==> src/rtl/riscv_core_dcache_axi_refill.sv <==
// D-cache line-fill and victim-writeback engine driving a 64-bit AXI4 master port.
// Define DCACHE_REFILL_WB_EN to build the dirty-victim writeback path (AW/W/B).
module riscv_core_dcache_axi_refill #(
    parameter int ADDR_WIDTH     = 32,
    parameter int LINE_WIDTH     = 256,
    parameter int AXI_DATA_WIDTH = 64
) (
    input  logic                        i_clk,
    input  logic                        i_rst_n,

    input  logic                        i_miss_req,
    input  logic [ADDR_WIDTH-1:0]       i_miss_addr,
    input  logic                        i_victim_dirty,
    input  logic [ADDR_WIDTH-1:0]       i_victim_addr,
    input  logic [LINE_WIDTH-1:0]       i_victim_line,
    output logic                        o_busy,
    output logic                        o_refill_done,
    output logic [LINE_WIDTH-1:0]       o_refill_line,
    output logic                        o_refill_err,

    output logic                        o_arvalid,
    input  logic                        i_arready,
    output logic [ADDR_WIDTH-1:0]       o_araddr,
    output logic [7:0]                  o_arlen,
    output logic [2:0]                  o_arsize,
    output logic [1:0]                  o_arburst,

    input  logic                        i_rvalid,
    output logic                        o_rready,
    input  logic [AXI_DATA_WIDTH-1:0]   i_rdata,
    input  logic [1:0]                  i_rresp,
    input  logic                        i_rlast,

    output logic                        o_awvalid,
    input  logic                        i_awready,
    output logic [ADDR_WIDTH-1:0]       o_awaddr,
    output logic [7:0]                  o_awlen,
    output logic [2:0]                  o_awsize,
    output logic [1:0]                  o_awburst,

    output logic                        o_wvalid,
    input  logic                        i_wready,
    output logic [AXI_DATA_WIDTH-1:0]   o_wdata,
    output logic [AXI_DATA_WIDTH/8-1:0] o_wstrb,
    output logic                        o_wlast,

    input  logic                        i_bvalid,
    output logic                        o_bready,
    input  logic [1:0]                  i_bresp
);

    localparam int BEATS = LINE_WIDTH / AXI_DATA_WIDTH;
    localparam int CNT_W = (BEATS > 1) ? $clog2(BEATS) : 1;
    localparam logic [CNT_W-1:0]      LAST_BEAT = CNT_W'(BEATS - 1);
    localparam logic [ADDR_WIDTH-1:0] LINE_MASK = ~ADDR_WIDTH'(LINE_WIDTH / 8 - 1);
    localparam logic [7:0]            BURST_LEN  = 8'(BEATS - 1);
    localparam logic [2:0]            BURST_SIZE = 3'($clog2(AXI_DATA_WIDTH / 8));
    localparam logic [1:0]            BURST_INCR = 2'b01;

    typedef enum logic [2:0] {
        IDLE,
        WB_AW,
        WB_W,
        WB_B,
        RD_AR,
        RD_R,
        DONE
    } state_t;

    state_t           state;
    logic [CNT_W-1:0] beat_cnt;
    logic [CNT_W-1:0] next_beat;
    logic             rlast_bad;

    assign next_beat = beat_cnt + CNT_W'(1);
    assign rlast_bad = (i_rlast != (beat_cnt == LAST_BEAT));

    function automatic logic [ADDR_WIDTH-1:0] line_align(input logic [ADDR_WIDTH-1:0] addr);
        return addr & LINE_MASK;
    endfunction

    // Burst shape is fixed: every transfer is one whole line in INCR beats.
    assign o_arlen   = BURST_LEN;
    assign o_arsize  = BURST_SIZE;
    assign o_arburst = BURST_INCR;
    assign o_awlen   = BURST_LEN;
    assign o_awsize  = BURST_SIZE;
    assign o_awburst = BURST_INCR;

`ifdef DCACHE_REFILL_WB_EN
    logic [LINE_WIDTH-1:0] victim_q;
    logic                  unused_inputs;

    assign o_wstrb       = '1;
    assign unused_inputs = ^{i_rresp[0], i_bresp[0]};
`else
    logic unused_inputs;

    assign o_awvalid     = 1'b0;
    assign o_awaddr      = '0;
    assign o_wvalid      = 1'b0;
    assign o_wdata       = '0;
    assign o_wstrb       = '0;
    assign o_wlast       = 1'b0;
    assign o_bready      = 1'b0;
    assign unused_inputs = ^{i_victim_dirty, i_victim_addr, i_victim_line,
                             i_awready, i_wready, i_bvalid, i_bresp, i_rresp[0]};
`endif

    // NOTE: reset is synchronous and every register, including the 256-bit
    // assembled line, is cleared by it; all state updates are non-blocking.
    always_ff @(posedge i_clk) begin
        if (!i_rst_n) begin
            state         <= IDLE;
            beat_cnt      <= '0;
            o_busy        <= 1'b0;
            o_refill_done <= 1'b0;
            o_refill_err  <= 1'b0;
            o_refill_line <= '0;
            o_arvalid     <= 1'b0;
            o_araddr      <= '0;
            o_rready      <= 1'b0;
`ifdef DCACHE_REFILL_WB_EN
            victim_q      <= '0;
            o_awvalid     <= 1'b0;
            o_awaddr      <= '0;
            o_wvalid      <= 1'b0;
            o_wdata       <= '0;
            o_wlast       <= 1'b0;
            o_bready      <= 1'b0;
`endif
        end else begin
            o_refill_done <= 1'b0;
            case (state)
                IDLE: begin
                    if (i_miss_req) begin
                        o_busy       <= 1'b1;
                        o_refill_err <= 1'b0;
                        o_araddr     <= line_align(i_miss_addr);
                        beat_cnt     <= '0;
`ifdef DCACHE_REFILL_WB_EN
                        victim_q     <= i_victim_line;
                        o_awaddr     <= line_align(i_victim_addr);
                        if (i_victim_dirty) begin
                            state     <= WB_AW;
                            o_awvalid <= 1'b1;
                        end else begin
                            state     <= RD_AR;
                            o_arvalid <= 1'b1;
                        end
`else
                        state        <= RD_AR;
                        o_arvalid    <= 1'b1;
`endif
                    end
                end

`ifdef DCACHE_REFILL_WB_EN
                WB_AW: begin
                    // W data is only offered once the address has been accepted.
                    if (i_awready) begin
                        state     <= WB_W;
                        o_awvalid <= 1'b0;
                        o_wvalid  <= 1'b1;
                        o_wdata   <= victim_q[AXI_DATA_WIDTH-1:0];
                        o_wlast   <= (LAST_BEAT == '0);
                        beat_cnt  <= '0;
                    end
                end

                WB_W: begin
                    if (i_wready) begin
                        if (beat_cnt == LAST_BEAT) begin
                            state    <= WB_B;
                            o_wvalid <= 1'b0;
                            o_wlast  <= 1'b0;
                            o_bready <= 1'b1;
                        end else begin
                            beat_cnt <= next_beat;
                            o_wdata  <= victim_q[next_beat*AXI_DATA_WIDTH +: AXI_DATA_WIDTH];
                            o_wlast  <= (next_beat == LAST_BEAT);
                        end
                    end
                end

                WB_B: begin
                    if (i_bvalid) begin
                        state        <= RD_AR;
                        o_bready     <= 1'b0;
                        o_arvalid    <= 1'b1;
                        o_refill_err <= o_refill_err | i_bresp[1];
                    end
                end
`endif

                RD_AR: begin
                    if (i_arready) begin
                        state     <= RD_R;
                        o_arvalid <= 1'b0;
                        o_rready  <= 1'b1;
                        beat_cnt  <= '0;
                    end
                end

                RD_R: begin
                    // Beat count, not RLAST, ends the burst so a bad RLAST cannot truncate the line.
                    if (i_rvalid) begin
                        o_refill_line[beat_cnt*AXI_DATA_WIDTH +: AXI_DATA_WIDTH] <= i_rdata;
                        o_refill_err <= o_refill_err | i_rresp[1] | rlast_bad;
                        if (beat_cnt == LAST_BEAT) begin
                            state         <= DONE;
                            o_rready      <= 1'b0;
                            o_refill_done <= 1'b1;
                        end else begin
                            beat_cnt <= next_beat;
                        end
                    end
                end

                DONE: begin
                    state  <= IDLE;
                    o_busy <= 1'b0;
                end

                default: begin
                    state  <= IDLE;
                    o_busy <= 1'b0;
                end
            endcase
        end
    end

endmodule
==> config.mk <==
export PLATFORM = sky130hd
export DESIGN_NAME = riscv_core_dcache_axi_refill
export DESIGN_NICKNAME = d
export VERILOG_FILES = /design/src/rtl/riscv_core_dcache_axi_refill.sv
export SDC_FILE = /design/constraint.sdc
export NUM_CORES = 1
export LEC_CHECK = 0
export CAP_MARGIN = 10
export CORE_AREA = 5 5 315 317
export CTS_CLUSTER_DIAMETER = 80
export DETAILED_ROUTE_END_ITERATION = 8
export DIE_AREA = 0 0 320 322
export PLACE_DENSITY = 0.44
export SLEW_MARGIN = 20
export SYNTH_ARGS = -nofsm -noshare
export SYNTH_HDL_FRONTEND = slang
export SYNTH_SLANG_ARGS = --single-unit
==> constraint.sdc <==
create_clock -name i_clk -period 6.14 [get_ports i_clk]
set_input_delay 0.614 -clock i_clk [delete_from_list [all_inputs] [get_ports i_clk]]
set_output_delay 0.614 -clock i_clk [all_outputs]
set_load 0.01 [all_outputs]
==> results.ini, run 1 <==
[critical_path]
critPathLaunchType=flip-flop
worstPathArrival_ns=3.83
worstReg2RegStart=beat_cnt[0]
reg2reg_depth=6
cp.required_ns=6.59
crit_type=reg2reg
reg2reg_slack_ns=2.76
rr_endpoint=o_refill_line[3]
crit_fanout=36
end_kind=flip-flop

[timing]
setup_viol=0
rsz0062_at_grt=no
timing.fmax_mhz=296
final_hold_viol_count=0
worstMarginPinSlew_ns=0.964
drv_slew=0
fin_worst_skew_ns=0.0146
max_slew_margin_pct=35.7
fin_tns_setup_ns=0
fin_crit_sh_pct=55.1
fin_crit_ns=3.38

[die]
num_rows=114
coreArea_sq_um=96000
die-area_sq_um=103000
ios=825
die_h_um=322
die_w_um=320
initial_utilization_pct=14.5

[hold_path]
whs_endpoint=o_refill_line[255]
worstHoldPathCells=2
hp-class=reg2reg
hold_start=o_refill_line[255]

[route]
wire_per_inst_um=20.4
wirelength_mm=64.5
drc=0
drt_iter0_markers=704
vias=12192
viasPerCell=3.86
dr.pass1.iters=5
antenna_left=0

[clock_tree]
clkTransAtPathRegs_ns=0.06
root_buffer=clkbuf_16
clk_latency_ns=0.57
ctsHoldBuffers=0
post_cts_buffers=0
h-tree-depth=2
clockBufferDepth=3
cts_resized=0
tritoncts=yes
cts_buffers=42
cts_sinks=293

[power_and_ir_drop]
pwr-share-seq_pct=40.5
p_comb_share_pct=6.7
power.internal_mw=3.57
p_switching_mw=1.20
p_per_area_nw_per_um2=242
power.share.switching_pct=25.2
p_clk_share_pct=52.8
p_leak_nw=6.71
ir_drop_uv=151

[final_layout]
flow.area_growth_from_synthesis_pct=41.0
final_cell_area_sq_um=19700
ff_latch_area_sq_um=5870
instances_no_fill=3159
final_layout_size_suffix_gt1_share_pct=20.7
multi_input_area_sq_um=6700
fillers=10645
nets=2259

[synth]
netlist_area_sq_um=14000
synth-seq-cells=293
netlist_instances=1561
synth-edff-count=0
avgSynthCellArea_sq_um=8.94
synth.distinct_cells=39
ys_seq_area_share_pct=42.0
synth-main-ff-cell=dfxtp_1
yosysWarnings=0
postSynth.asyncResetShare_pct=0

[placed_design]
io_buffers=385
dp_hpwl_mm=43.3
dpl_cell_area_sq_um=18300
place_inst=3086
place_congestion=0.694

[grt]
grt_pass1_vias=12061
grt_max_degree=121
overflow=0
grtUsageTotal_pct=11.8
antenna_found_initial=11
grt_pass1_wl_mm=90.9

[outcome]
outcome=finished, final reports clean

[flow_run]
cap_violations=0

-- cells in the mapped netlist, types with 3 or more instances --
| master | n | area, sq um |
|---|---|---|
| inv_1 | 4 | 15.0 |
| clkbuf_1 | 79 | 297 |
| nor2_1 | 3 | 11.3 |
| mux2i_1 | 3 | 30.0 |
| nand2_1 | 295 | 1110 |
| buf_4 | 145 | 1090 |
| o21ai_2 | 240 | 2100 |
| o21ai_0 | 15 | 75.1 |
| nand2_2 | 19 | 119 |
| dfxtp_1 | 293 | 5870 |
| nand4_1 | 256 | 1600 |
| a21oi_1 | 4 | 20.0 |
| ha_1 | 6 | 75.1 |
| buf_6 | 34 | 383 |
| and2_1 | 69 | 432 |
| buf_2 | 40 | 200 |
| a21boi_2 | 19 | 214 |
| a21boi_0 | 8 | 60.1 |
-- worst max-delay path by stage --
| stage | start | to | slack [ns] | depth (start not counted) |
|---|---|---|---|---|
| after floorplan | beat_cnt[0] | o_refill_line[204] | 4.21 | 6 |
| after global placement | beat_cnt[0] | o_refill_line[3] | 2.58 | 6 |
| after detailed placement | beat_cnt[0] | o_refill_line[3] | 2.60 | 6 |
| after CTS | beat_cnt[0] | o_refill_line[3] | 2.61 | 6 |
| after global routing | beat_cnt[0] | o_refill_line[3] | 2.48 | 6 |
| final | beat_cnt[0] | o_refill_line[3] | 2.76 | 6 |
-- logic make-up after synthesis --
kind of cell	share of synthesized area [%]
flip-flops	42.0
buffers and inverters	14.2
AO/OA/AOI/OAI	18.1
multiplexers	0.215
XOR/XNOR	0.0628
other	0.0538
AND/OR/NAND/NOR	24.8
adder cells (fa/ha/maj)	0.538
-- critical path: stages, from the launching register on --
cell     delay [ns]
dfxtp_1        0.48
inv_1          0.29
ha_4           0.53
buf_4          0.57
and2_4         0.68
buf_4          0.46
o21ai_0        0.14
-- final cells by class --
type	count	area share, %
multi-input cells	1103	34.1
clock buffers	54	6.03
diodes	1	0.0127
flip-flops and latches	293	29.8
well taps	1276	8.11
inverters	4	0.0763
clock inverters	17	1.07
repair buffers	411	20.8
-- layer usage --
metal	share of wire (%)	track usage (%)
met5	0.020	0
met4	2.1	3.01
met3	11	5.46
met2	43	17.7
met1	44	15.4
-- state kept, by name (all words and copies together), names as in the netlist --
| register | flops |
|---|---|
| o_refill_done | 1 |
| state | 3 |
| o_refill_line | 256 |
| o_arvalid | 1 |
| o_busy | 1 |
| o_araddr | 27 |
| o_refill_err | 1 |
| beat_cnt | 2 |
| o_rready | 1 |
-- power groups by stage --
stage / sequential (mW) / combinational, mW / clock (mW)
6_report: 1.93 / 0.320 / 2.52
5_1_grt: 1.93 / 0.347 / 2.70
4_1_cts: 1.93 / 0.326 / 2.63
3_5_place_dp: 1.97 / 0.325 / 0
3_3_place_gp: 1.97 / 0.326 / 0
2_1_floorplan: 1.98 / 0.221 / 0
-- layout by cell type (no fill, tap or decap), types with 2 or more instances in the layout --
master,instances
buf_12,2
nand2_1,295
o21ai_2,240
conb_1,139
ha_4,4
clkinv_4,2
mux2i_1,3
nor4b_4,2
bufinv_16,4
o21ai_0,15
clkinv_2,6
clkbuf_16,43
inv_1,4
a21oi_1,4
nand2_2,19
clkdlybuf4s50_1,384
nand4_1,256
buf_4,23
and2_4,4
a21boi_2,19
nor2b_1,2
and2_1,65
inv_6,5
dfxtp_1,293
and3b_1,2
ha_1,2
nand2b_1,2
nor2_1,3
nand3_1,2
clkbuf_1,4
o21ai_1,2
clkbuf_8,7
a21boi_0,8
-- per-stage QoR --
| step | util, % | hold WS [ns] | total power, mW | setup slack [ns] |
|---|---|---|---|---|
| after detailed placement | 19.0 | 0.444 | 2.30 | 2.60 |
| after floorplan | - | 0.465 | 2.20 | 4.21 |
| after CTS | 20.5 | 0.451 | 4.88 | 2.61 |
| after global placement | 19.0 | 0.440 | 2.30 | 2.58 |
| after global routing | 20.5 | 0.466 | 4.98 | 2.48 |
| final | 20.5 | 0.450 | 4.77 | 2.76 |
Power figures use the tool's default switching activity.
==> inputs of run 2 (changes only) <==
CORE_AREA = 5 5 318 320   (was 5 5 315 317)
DIE_AREA = 0 0 323 325   (was 0 0 320 322)
PLACE_DENSITY = 0.45   (was 0.44)
clock period = 2.9 ns   (was 6.14 ns; I/O delays follow)
==> results.ini, run 2 (synthesized netlist as in run 1, its figures left out) <==
[outcome]
outcome=finished, final reports clean

[grt]
antenna_found_initial=13
grt_pass1_wl_mm=93.1
grt_pass1_vias=12347
overflow=0
grt_max_degree=70
grtUsageTotal_pct=12.0

[critical_path]
reg2reg_depth=6
critPathLaunchType=flip-flop
cpPeakStageDelay_ns=0.56
rr_endpoint=o_refill_line[190]
crit_fanout=51
crit_chain=inv_1 -> ha_1 -> nor4b_2 -> buf_12 -> nand4_1 -> o21ai_2
cp.required_ns=3.43
worstPathArrival_ns=2.89
slowest_stage=nor4b_2
crit_type=reg2reg
reg2reg_slack_ns=0.54
worstReg2RegStart=beat_cnt[1]
end_kind=flip-flop

[timing]
max_slew_margin_pct=58.8
fin_crit_ns=2.36
fin_worst_skew_ns=0.0160
holdWs_ns=0.148
timing.fmax_mhz=424
worst_slack_ns=0.543
worstMarginPinSlew_ns=0.617
fin_tns_setup_ns=0
drv_slew=0
rsz0062_at_grt=no
final_hold_viol_count=0
setup_viol=0
fin_crit_sh_pct=81.3

[route]
vias=12358
antenna_left=0
dr.pass1.iters=5
wire_per_inst_um=20.5
drc=0
viasPerCell=3.84
wirelength_mm=66.1
drt_iter0_markers=691

[die]
coreArea_sq_um=97800
num_rows=115
die-area_sq_um=105000
initial_utilization_pct=14.3
die_w_um=323
die_h_um=325
ios=825

[clock_tree]
clockBufferDepth=3
cts_resized=0
clk_latency_ns=0.59
ctsHoldBuffers=0
cts_sinks=293
clkTransAtPathRegs_ns=0.06
post_cts_buffers=0
root_buffer=clkbuf_16
h-tree-depth=2
cts_buffers=43
tritoncts=yes

[final_layout]
fin_util_pct=20.7
final_cell_mix=clkdlybuf4s50_1 (384), nand2_1 (295), dfxtp_1 (293)
largest_reg_flops=256
instances_no_fill=3219
final_layout_size_suffix_gt1_share_pct=22.2
largest_registers=o_refill_line x256, o_araddr x27, state x3
final_cell_area_sq_um=20300
final_common_cell=clkdlybuf4s50_1
nets=2295
regMostFlops=o_refill_line
flow.area_growth_from_synthesis_pct=45.1

[placed_design]
place_inst=3133
dp_slack_ns=0.452
dpl_cell_area_sq_um=18800
io_buffers=385
place_congestion=0.748
dp_hpwl_mm=45.4

[power_and_ir_drop]
power.share.switching_pct=25.8
p_comb_share_pct=6.9
ir_drop_uv=359
p_leak_nw=6.96
fin_total_pwr_mw=10.1
p_clk_share_pct=52.8
pwr-share-seq_pct=40.3
power.internal_mw=7.53
p_per_area_nw_per_um2=501
p_switching_mw=2.61

[hold_path]
worstHoldPathCells=3
whs_endpoint=o_refill_line[33]
hold_start=i_rst_n
hp-class=in2reg

[flow_run]
cap_violations=0

[run 2: changes by cell type in the layout (fill, tap and decap cells not counted), sizes merged]
cell	previous run	this run
buf	27	62
clkbuf	54	65
diode	1	7
bufinv	4	1
clkinv	8	7
clkinvlp	0	1
[run 2: how the worst max path moves through the flow]
stage / startpoint / to / slack, ns / cells past startpoint
after detailed placement: i_rvalid / o_refill_line[65] / 0.45 / 5
after floorplan: beat_cnt[0] / o_refill_line[204] / 0.97 / 6
final: beat_cnt[1] / o_refill_line[190] / 0.54 / 6
after CTS: beat_cnt[1] / o_refill_line[190] / 0.46 / 6
after global placement: i_rvalid / o_refill_line[65] / 0.41 / 5
after global routing: beat_cnt[1] / o_refill_line[163] / 0.35 / 6
[run 2: power groups by stage]
stage          Sequential [mW]  Combinational [mW]  Clock, mW
2_1_floorplan             4.18               0.468          0
3_3_place_gp              4.17               0.717          0
3_5_place_dp              4.17               0.715          0
4_1_cts                   4.08               0.717       5.55
5_1_grt                   4.09               0.768       5.70
6_report                  4.08               0.703       5.35
[run 2: layout make-up]
type / instances / area (sq um)
repair buffers: 446 / 4600
multi-input cells: 1103 / 6700
diodes: 7 / 17.5
fillers: 10803 / 77600
clock buffers: 65 / 1300
inverters: 4 / 15.0
well taps: 1287 / 1610
flip-flops and latches: 293 / 5870
clock inverters: 14 / 138
[run 2: critical path, delay by kind of cell (launching register included)]
| family | cells | cell delay (ns) |
|---|---|---|
| and+or+nand+nor | 2 | 0.81 |
| buffers and inverters | 2 | 0.56 |
| DFF | 1 | 0.51 |
| adders and majority gates | 1 | 0.31 |
| AOI/OAI and AO/OA | 1 | 0.10 |
[run 2: layer usage]
layer,routed length [um],GRT usage (%)
met3,6970,5.37
met2,27700,17.8
met4,1740,3.50
met5,20,0
met1,29700,15.7
==> inputs of run 3 (changes only) <==
CORE_AREA = 5 5 314 316   (was 5 5 318 320)
DIE_AREA = 0 0 319 321   (was 0 0 323 325)
PLACE_DENSITY = 0.44   (was 0.45)
clock period = 2.4 ns   (was 2.9 ns; I/O delays follow)
==> results.ini, run 3 (synthesized netlist as in run 1, its figures left out) <==
[outcome]
outcome=finished, final reports clean

[clock_tree]
clockBufferDepth=3
cts_resized=0
tritoncts=yes
cts_sinks=293
clk_latency_ns=0.58
cts_buffers=42
h-tree-depth=2
post_cts_buffers=0
clkTransAtPathRegs_ns=0.06
root_buffer=clkbuf_16
ctsHoldBuffers=0

[final_layout]
largest_reg_flops=256
fillers=10567
ff_latch_area_sq_um=5870
final_layout_size_suffix_gt1_share_pct=23.2
flow.area_growth_from_synthesis_pct=46.8
final_common_cell=clkdlybuf4s50_1
multi_input_area_sq_um=6700
largest_registers=o_refill_line x256, o_araddr x27, state x3
nets=2314
instances_no_fill=3222
final_cell_mix=clkdlybuf4s50_1 (384), nand2_1 (295), dfxtp_1 (293)
regMostFlops=o_refill_line

[placed_design]
dp_slack_ns=0.286
place_congestion=0.728
io_buffers=385
place_inst=3142
dp_hpwl_mm=45.8

[critical_path]
crit_type=reg2reg
crit_path_start=beat_cnt[0]
worstReg2RegStart=beat_cnt[0]
cp.required_ns=2.89
end_kind=flip-flop
critPathLaunchType=flip-flop
crit_fanout=50
worstPathArrival_ns=2.48

[timing]
final_hold_viol_count=0
holdWs_ns=0.0801
worst_slack_ns=0.417
fin_tns_setup_ns=0
drv_slew=0
fin_crit_sh_pct=82.6
setup_viol=0
fin_crit_ns=1.98
worstMarginPinSlew_ns=0.601
fin_worst_skew_ns=0.0359
max_slew_margin_pct=60.0
timing.fmax_mhz=504
rsz0062_at_grt=no

[die]
num_rows=114
ios=825
coreArea_sq_um=95700
die_w_um=319
die_h_um=321
initial_utilization_pct=14.6
die-area_sq_um=102000

[grt]
grtUsageTotal_pct=11.8
grt_max_degree=53
overflow=0
grt_pass1_wl_mm=90.9
grt_pass1_vias=12298
antenna_found_initial=11

[route]
drc=0
wire_per_inst_um=19.9
viasPerCell=3.84
drt_iter0_markers=687
dr.pass1.iters=5
vias=12384
antenna_left=0
wirelength_mm=64.0

[power_and_ir_drop]
ir_drop_uv=430
p_per_area_nw_per_um2=611
fin_total_pwr_mw=12.5
p_leak_nw=7.11

[flow_run]
cap_violations=0

[hold_path]
hold_start=i_rst_n
hp-class=in2reg

-- run 3: cell count changes in the layout (fill, tap and decap cells not counted), moves of 2 or more --
cell	previous run	this run
clkbuf_8	12	8
bufinv_16	1	5
buf_4	38	53
buf_12	23	28
clkinv_2	4	9
clkinv_4	2	0
diode_2	7	3
clkbuf_1	9	3
-- run 3: worst paths after layout --
| kind | endpoint | slack (ns) | cells past startpoint |
|---|---|---|---|
| hold / removal | o_refill_line[96] | 0.08 | 3 |
| setup / recovery | o_refill_line[17] | 0.42 | 6 |
| hold reg to reg | o_refill_err | 0.45 | 2 |
| setup reg to reg | o_refill_line[17] | 0.42 | 6 |
-- run 3: final cells by class --
type,instances,area share [%]
Timing Repair Buffer,466,23.5
Antenna cell,3,0.0366
Sequential cell,293,28.6
Tap cell,1276,7.79
Clock inverter,23,1.43
Clock buffer,54,5.84
Multi-Input combinational cell,1103,32.7
Inverter,4,0.0733
-- run 3: metrics by stage --
stage,instance area [sq um],util (%)
6_report,20500,21.4
4_1_cts,20500,21.4
3_3_place_gp,19000,19.8
3_5_place_dp,19000,19.8
2_1_floorplan,14500,-
5_1_grt,20500,21.4
-- run 3: routing by layer --
layer  global-route usage, %  vias to the layer above  share of wire [%]
met5                       0                        -              0.042
met4                    2.96                        4                2.1
met3                    4.88                       62                 10
met2                    18.2                      528                 43
met1                    15.5                     5875                 45
li1                        -                     5915                  -
-- run 3: power by group --
| group | total, mW | internal [mW] | switching, mW |
|---|---|---|---|
| sequential | 4.93 | 4.91 | 0.0277 |
| clock | 6.72 | 4.11 | 2.61 |
| combinational | 0.866 | 0.328 | 0.538 |
-- run 3: worst max-delay path, cell delays in order, from the launching register on --
cell and delay (ns):
dfxtp_1 0.31, inv_1 0.20, ha_1 0.35, nor3b_2 0.41
buf_12 0.29, nand4_1 0.16, o21ai_2 0.07
